`src/rtl/dmem_arbiter_if.sv`:
```
// dmem_arbiter_if: core, debug and LSU signal bundle around the data-memory arbiter.
// Revision 1.0
`default_nettype none

interface dmem_arbiter_if #(
  parameter int ADDR_W = 12
);
  logic              core_req_i;
  logic              core_we_i;
  logic [ADDR_W-1:0] core_addr_i;
  logic [3:0]        core_be_i;
  logic [2:0]        core_ld_sel_i;
  logic [31:0]       core_wdata_i;
  logic              core_stall_o;

  logic              dbg_valid_i;
  logic              dbg_lock_i;
  logic              dbg_we_i;
  logic [ADDR_W-1:0] dbg_addr_i;
  logic [3:0]        dbg_be_i;
  logic [2:0]        dbg_ld_sel_i;
  logic [31:0]       dbg_wdata_i;
  logic              dbg_ready_o;
  logic [31:0]       dbg_rdata_o;
  logic              dbg_rvalid_o;

  logic              lsu_st_en_o;
  logic [ADDR_W-1:0] lsu_addr_o;
  logic [3:0]        lsu_be_o;
  logic [2:0]        lsu_ld_sel_o;
  logic [31:0]       lsu_st_data_o;
  logic [31:0]       lsu_ld_data_i;

  modport slave (
    input  core_req_i, core_we_i, core_addr_i, core_be_i, core_ld_sel_i, core_wdata_i,
    output core_stall_o,
    input  dbg_valid_i, dbg_lock_i, dbg_we_i, dbg_addr_i, dbg_be_i, dbg_ld_sel_i, dbg_wdata_i,
    output dbg_ready_o, dbg_rdata_o, dbg_rvalid_o,
    output lsu_st_en_o, lsu_addr_o, lsu_be_o, lsu_ld_sel_o, lsu_st_data_o,
    input  lsu_ld_data_i
  );

  modport master (
    output core_req_i, core_we_i, core_addr_i, core_be_i, core_ld_sel_i, core_wdata_i,
    input  core_stall_o,
    output dbg_valid_i, dbg_lock_i, dbg_we_i, dbg_addr_i, dbg_be_i, dbg_ld_sel_i, dbg_wdata_i,
    input  dbg_ready_o, dbg_rdata_o, dbg_rvalid_o,
    input  lsu_st_en_o, lsu_addr_o, lsu_be_o, lsu_ld_sel_o, lsu_st_data_o,
    output lsu_ld_data_i
  );
endinterface

`default_nettype wire

```
`src/rtl/dmem_arbiter.sv`:
```
// +--------------------------------------------------------------------------+
// | dmem_arbiter: shares the LSU port between the MEM stage and a debug bus;  |
// | core has priority, starved debug gets a forced slot after MAX_WAIT.       |
// | Optional exclusive debug lock: define DMEM_ARB_LOCK_EN.                   |
// | Revision 1.0                                                              |
// +--------------------------------------------------------------------------+
`default_nettype none

module dmem_arbiter #(
  parameter int MAX_WAIT = 4,
  parameter int ADDR_W   = 12
) (
  input  logic           clk_i,
  input  logic           rst_ni,
  dmem_arbiter_if.slave  bus
);

  typedef enum logic [1:0] {
    S_CORE = 2'd0,
    S_DBG  = 2'd1,
    S_LOCK = 2'd2
  } state_e;

  localparam logic [7:0] WAIT_LAST = 8'(MAX_WAIT - 1);

  state_e      state_q, state_d;
  logic [7:0]  wait_q, wait_d;
  logic [31:0] rdata_q;
  logic        rvalid_q;

  logic        lock_req;
  logic        owner_dbg;
  logic        ready;
  logic        stall;
  logic        conflict;
  logic        accept;
  logic        use_dbg;
  logic        use_core;
  logic [ADDR_W-1:0] addr_mux;

`ifdef DMEM_ARB_LOCK_EN
  assign lock_req = bus.dbg_lock_i;
`else
  logic unused_lock;
  assign lock_req    = 1'b0;
  assign unused_lock = bus.dbg_lock_i;
`endif

  assign conflict = bus.core_req_i & bus.dbg_valid_i;

  always_comb begin
    state_d   = state_q;
    wait_d    = wait_q;
    owner_dbg = 1'b0;
    ready     = 1'b0;
    stall     = 1'b0;
    unique case (state_q)
      S_CORE: begin
        owner_dbg = ~bus.core_req_i & bus.dbg_valid_i;
        ready     = bus.dbg_valid_i & ~bus.core_req_i;
        // Outside a conflict the request is either absent or accepted, both clear the count
        if (conflict) begin
          if (wait_q == WAIT_LAST) begin
            state_d = S_DBG;
            wait_d  = 8'd0;
          end else begin
            wait_d = wait_q + 8'd1;
          end
        end else begin
          wait_d = 8'd0;
        end
      end
      S_DBG: begin
        owner_dbg = 1'b1;
        ready     = 1'b1;
        stall     = bus.core_req_i;
        state_d   = S_CORE;
        wait_d    = 8'd0;
      end
      S_LOCK: begin
        owner_dbg = 1'b1;
        ready     = 1'b1;
        stall     = bus.core_req_i;
        wait_d    = 8'd0;
        if (!lock_req) state_d = S_CORE;
      end
      default: begin
        state_d = S_CORE;
        wait_d  = 8'd0;
      end
    endcase
    if (bus.dbg_valid_i && ready && lock_req) state_d = S_LOCK;
  end

  assign accept = bus.dbg_valid_i & ready;

  always_ff @(posedge clk_i or negedge rst_ni) begin
    if (!rst_ni) begin
      state_q  <= S_CORE;
      wait_q   <= 8'd0;
      rdata_q  <= 32'd0;
      rvalid_q <= 1'b0;
    end else begin
      state_q  <= state_d;
      wait_q   <= wait_d;
      rvalid_q <= accept & ~bus.dbg_we_i;
      if (accept && !bus.dbg_we_i) rdata_q <= bus.lsu_ld_data_i;
    end
  end

  // An owner without a live request leaves the port idle on the core fields
  assign use_dbg  = owner_dbg & bus.dbg_valid_i;
  assign use_core = ~owner_dbg & bus.core_req_i;
  assign addr_mux = use_dbg ? bus.dbg_addr_i : bus.core_addr_i;

  assign bus.lsu_addr_o    = addr_mux;
  assign bus.lsu_be_o      = use_dbg ? bus.dbg_be_i     : bus.core_be_i;
  assign bus.lsu_ld_sel_o  = use_dbg ? bus.dbg_ld_sel_i : bus.core_ld_sel_i;
  assign bus.lsu_st_data_o = use_dbg ? bus.dbg_wdata_i  : bus.core_wdata_i;
  assign bus.lsu_st_en_o   = rst_ni & ((use_dbg & bus.dbg_we_i) | (use_core & bus.core_we_i));

  assign bus.dbg_ready_o   = rst_ni & ready;
  assign bus.core_stall_o  = rst_ni & stall;
  assign bus.dbg_rdata_o   = rdata_q;
  assign bus.dbg_rvalid_o  = rvalid_q;

endmodule

`default_nettype wire

```
`src/flat_wrapper.sv`:
```
// flat-port wrapper written by rule: the top's interface ports become plain ports
module dmem_arbiter_flat 
#(
  parameter int MAX_WAIT = 4,
  parameter int ADDR_W   = 12
)
  (clk_i, rst_ni, bus_core_req_i, bus_core_we_i, bus_core_addr_i, bus_core_be_i, bus_core_ld_sel_i, bus_core_wdata_i, bus_core_stall_o, bus_dbg_valid_i, bus_dbg_lock_i, bus_dbg_we_i, bus_dbg_addr_i, bus_dbg_be_i, bus_dbg_ld_sel_i, bus_dbg_wdata_i, bus_dbg_ready_o, bus_dbg_rdata_o, bus_dbg_rvalid_o, bus_lsu_st_en_o, bus_lsu_addr_o, bus_lsu_be_o, bus_lsu_ld_sel_o, bus_lsu_st_data_o, bus_lsu_ld_data_i);
  dmem_arbiter_if #(.ADDR_W(ADDR_W)) bus_i ();
  input  logic clk_i;
  input  logic rst_ni;
  input wire logic [$bits(bus_i.core_req_i)-1:0] bus_core_req_i;
  input wire logic [$bits(bus_i.core_we_i)-1:0] bus_core_we_i;
  input wire logic [$bits(bus_i.core_addr_i)-1:0] bus_core_addr_i;
  input wire logic [$bits(bus_i.core_be_i)-1:0] bus_core_be_i;
  input wire logic [$bits(bus_i.core_ld_sel_i)-1:0] bus_core_ld_sel_i;
  input wire logic [$bits(bus_i.core_wdata_i)-1:0] bus_core_wdata_i;
  output wire logic [$bits(bus_i.core_stall_o)-1:0] bus_core_stall_o;
  input wire logic [$bits(bus_i.dbg_valid_i)-1:0] bus_dbg_valid_i;
  input wire logic [$bits(bus_i.dbg_lock_i)-1:0] bus_dbg_lock_i;
  input wire logic [$bits(bus_i.dbg_we_i)-1:0] bus_dbg_we_i;
  input wire logic [$bits(bus_i.dbg_addr_i)-1:0] bus_dbg_addr_i;
  input wire logic [$bits(bus_i.dbg_be_i)-1:0] bus_dbg_be_i;
  input wire logic [$bits(bus_i.dbg_ld_sel_i)-1:0] bus_dbg_ld_sel_i;
  input wire logic [$bits(bus_i.dbg_wdata_i)-1:0] bus_dbg_wdata_i;
  output wire logic [$bits(bus_i.dbg_ready_o)-1:0] bus_dbg_ready_o;
  output wire logic [$bits(bus_i.dbg_rdata_o)-1:0] bus_dbg_rdata_o;
  output wire logic [$bits(bus_i.dbg_rvalid_o)-1:0] bus_dbg_rvalid_o;
  output wire logic [$bits(bus_i.lsu_st_en_o)-1:0] bus_lsu_st_en_o;
  output wire logic [$bits(bus_i.lsu_addr_o)-1:0] bus_lsu_addr_o;
  output wire logic [$bits(bus_i.lsu_be_o)-1:0] bus_lsu_be_o;
  output wire logic [$bits(bus_i.lsu_ld_sel_o)-1:0] bus_lsu_ld_sel_o;
  output wire logic [$bits(bus_i.lsu_st_data_o)-1:0] bus_lsu_st_data_o;
  input wire logic [$bits(bus_i.lsu_ld_data_i)-1:0] bus_lsu_ld_data_i;
  assign bus_i.core_req_i = bus_core_req_i;
  assign bus_i.core_we_i = bus_core_we_i;
  assign bus_i.core_addr_i = bus_core_addr_i;
  assign bus_i.core_be_i = bus_core_be_i;
  assign bus_i.core_ld_sel_i = bus_core_ld_sel_i;
  assign bus_i.core_wdata_i = bus_core_wdata_i;
  assign bus_core_stall_o = bus_i.core_stall_o;
  assign bus_i.dbg_valid_i = bus_dbg_valid_i;
  assign bus_i.dbg_lock_i = bus_dbg_lock_i;
  assign bus_i.dbg_we_i = bus_dbg_we_i;
  assign bus_i.dbg_addr_i = bus_dbg_addr_i;
  assign bus_i.dbg_be_i = bus_dbg_be_i;
  assign bus_i.dbg_ld_sel_i = bus_dbg_ld_sel_i;
  assign bus_i.dbg_wdata_i = bus_dbg_wdata_i;
  assign bus_dbg_ready_o = bus_i.dbg_ready_o;
  assign bus_dbg_rdata_o = bus_i.dbg_rdata_o;
  assign bus_dbg_rvalid_o = bus_i.dbg_rvalid_o;
  assign bus_lsu_st_en_o = bus_i.lsu_st_en_o;
  assign bus_lsu_addr_o = bus_i.lsu_addr_o;
  assign bus_lsu_be_o = bus_i.lsu_be_o;
  assign bus_lsu_ld_sel_o = bus_i.lsu_ld_sel_o;
  assign bus_lsu_st_data_o = bus_i.lsu_st_data_o;
  assign bus_i.lsu_ld_data_i = bus_lsu_ld_data_i;
  dmem_arbiter #(.MAX_WAIT(MAX_WAIT), .ADDR_W(ADDR_W)) u_core (.clk_i(clk_i), .rst_ni(rst_ni), .bus(bus_i));
endmodule
```
`config.mk`:
```
export PLATFORM = sky130hd
export DESIGN_NAME = dmem_arbiter_flat
export DESIGN_NICKNAME = d
export VERILOG_FILES = /design/src/rtl/dmem_arbiter_if.sv /design/src/rtl/dmem_arbiter.sv /design/src/flat_wrapper.sv
export SDC_FILE = /design/constraint.sdc
export NUM_CORES = 1
export LEC_CHECK = 0
export CELL_PAD_IN_SITES_DETAIL_PLACEMENT = 1
export CELL_PAD_IN_SITES_GLOBAL_PLACEMENT = 1
export CORE_MARGIN = 2
export CORE_UTILIZATION = 21
export CTS_BUF_LIST = sky130_fd_sc_hd__clkbuf_16
export CTS_CLUSTER_DIAMETER = 50
export DETAILED_ROUTE_END_ITERATION = 8
export PLACE_DENSITY = 0.93
export SYNTH_ARGS = -nofsm -noshare
export SYNTH_HDL_FRONTEND = slang
export SYNTH_SLANG_ARGS = --single-unit
```
`constraint.sdc`:
```
create_clock -name clk_i -period 2.1 [get_ports clk_i]
set_input_delay 0.42 -clock clk_i [delete_from_list [all_inputs] [get_ports clk_i]]
set_output_delay 0.42 -clock clk_i [all_outputs]
set_load 0.02 [all_outputs]
```
==> out/results.txt <==
total negative slack = -1.43 ns
endpoints failing setup = 36
port buffer count = 226
final routed DRC violation total = 0
internal cell power = 2.45 mW
clk buf depth = 2
CP required = 1.68 ns
CTS sink cnt = 42
post-route cell area = 0.00548 mm^2
CTS root buf = clkbuf_16
worst ir drop on vdd = 0.421 mV
Storage cell area = 0.00105 mm^2
Die ar. = 0.0118 mm^2
Avg Inst Size Synth = 13.1 um^2
period utilization = 102%
failing checks = negative setup slack
yosys warns = 0
Worst setup SP type = input pin
routed via count = 2463
drt first pass iters = 4
vias per cell = 4.38
register bit total from synthesis = 42
most frequent cell after synthesis = mux2_2
WL/cell = 21.7 um
RSZ-0062 raised after global routing = true
Pwr Total = 3.39 mW
Post-Syn Instances = 175
Worst Setup End Kind = output pin
register area share after synthesis = 45.9%
status = complete, but fails checks
ant diodes = 0
Sw Ratio = 27.8%
final net count = 563
top post-synthesis cells by area = dfrtp_1, mux2_2, buf_6, nor2_1, buf_2
GPL Wtd Cong = 0.834
Crit Path Class = in2out
Final WS setup = -0.0510 ns
cts hold-fix bufs = 0
Antenna Nets Post-Route = 0
final hold vios = 0
largest area contributor in the netlist = dfrtp_1
Clk Latency, worst-skew pair = 0.28 ns
Final Slew Violations = 0
critical path peak fanout = 5
Pleak = 2.47 nW
Multi-input gate area = 0.00138 mm^2
Synth-to-Final Area Change = 139%
Die Span Y = 108 um
Rows = 38
global-route wire length before repair = 17.1 mm
MaxCap Viol Count = 0
Util after Layout = 51.0%
core area = 0.0107 mm^2
vias in the first global route = 2855
CTS Buf Count = 5
Max Clk Rate = 465 MHz
CTS tree = done
Crit path arrival time = 1.73 ns
FF-to-FF path depth = 4
P per Cell Area = 619 mW/mm^2
fraction of layout cells with a size suffix above 1 = 39.8%
switching pwr = 942 uW
Logic pwr share = 41.6%
gr usage total = 19.7%
Worst Max-Slew Pin Slew = 0.538 ns
Hold Crit Class = in2async
Post-synth EDFFs = 0
Initial Util = 21.3%
placed inst area = 0.00477 mm^2
total gr overflow = 0
Slew HR = 64.2%
DR iter-0 viols = 124
Synth async-reset ratio = 100%
initial antenna violation count = 0
routed wire length = 12.2 mm
DP HPWL = 8.55 mm
Yosys top cell area share = 45.9%
Fillers = 1115
commonest cells in the netlist = mux2_2, dfrtp_1, nor2_1, buf_2, nand2_1
Die W = 108 um
clock power share = 29.0%
# IOs = 228
Sequential Power Share = 29.3%
clk_skew = 0.00519 ns
H-tree depth = 2
Final Critical Period = 2.15 ns
CTS clk-pin slew, worst paths = 0.06 ns
Post-Syn Area = 0.00229 mm^2
pin count of the biggest net entering global routing = 43
Mapped Nets = 317
Synth cell types = 26
Synth Flop Type = dfrtp_1
==> area by class of cell <==
cell class,count,share of cell area [%]
clock buffers,5,2.28
clock inverters,3,1.26
inverters,2,0.137
multi-input cells,123,25.2
flip-flops and latches,42,19.2
well taps,140,3.19
repair buffers,247,48.8
==> power by group through the flow <==
stage | clock network, mW | registers (mW) | logic (mW)
after CTS | 1.02 | 0.999 | 1.38
after global placement | 0 | 0.999 | 1.23
after global routing | 1.05 | 1.01 | 1.47
after floorplan | 0 | 1.15 | 0.345
final | 0.985 | 0.996 | 1.41
after detailed placement | 0 | 1.01 | 1.25
==> flip-flops by register name, summed over array words and instances (netlist names) <==
signal / flops
u_core.bus.dbg_rdata_o: 32
u_core.state_q: 1
u_core.bus.dbg_rvalid_o: 1
u_core.wait_q: 8
==> layer usage <==
layer	global-route usage, %	routed length, um
met5	0	0
met2	34.5	5920
met4	6.14	371
met1	21.9	4670
met3	7.84	1260
==> metrics by stage <==
step | setup slack [ns] | hold slack, ns | instances
after floorplan | 0.379 | 0.124 | 175
after detailed placement | -0.623 | 0.465 | 542
after CTS | -0.0612 | 0.313 | 563
after global placement | -0.588 | 0.445 | 542
final | -0.0510 | 0.301 | 562
after global routing | -0.108 | 0.347 | 562
==> critical path, cell delays in order <==
cell,delay [ns]
dlygate4sd2_1,0.28
nand2b_4,0.10
nand2_4,0.08
buf_12,0.14
buf_8,0.12
buf_16,0.13
mux2_4,0.31
buf_6,0.13
==> cell usage in the layout, fill, tap and decap left out, types with 2 or more instances in the layout <==
cell type,netlist,layout
dlygate4sd2_1,0,3
nand3_1,4,4
clkbuf_16,0,5
clkdlybuf4s50_1,0,169
buf_16,0,5
buf_4,0,8
buf_12,0,7
nor2_1,7,7
xor2_1,2,2
mux2_2,82,31
inv_1,2,2
bufinv_16,0,2
a21oi_1,3,3
mux2_4,0,51
or3_1,3,3
nand2_1,5,4
o21ai_0,3,3
dfrtp_1,42,42
buf_6,3,52
==> logic make-up after synthesis <==
family	share of synthesized area [%]
mux	40.8
flops	45.9
simple gates	6.50
buf+inv	2.89
compound gates	2.29
xor+xnor	1.15
fa+ha+maj	0.546
==> final timing paths <==
path                                  start                          to  slack (ns)
max in group asynchronous            rst_ni  u_core.bus.dbg_rdata_o[10]        1.44
hold / removal                       rst_ni  u_core.bus.dbg_rdata_o[26]        0.30
setup / recovery             bus_core_req_i             bus_lsu_be_o[2]       -0.05
min in group clk_i         u_core.wait_q[0]            u_core.wait_q[0]        0.46
hold reg to reg            u_core.wait_q[0]            u_core.wait_q[0]        0.46
setup reg to reg           u_core.wait_q[0]            u_core.wait_q[1]        0.62
==> timing repair <==
item | CTS | global route
gates cloned | 6 | 0
endpoints found under the setup margin | 53 | 52
setup buffers | 8 | 0
gates resized for setup | 339 | 40
pin swaps | 1 | 1
Note: power is estimated with default switching activity, not from simulation.
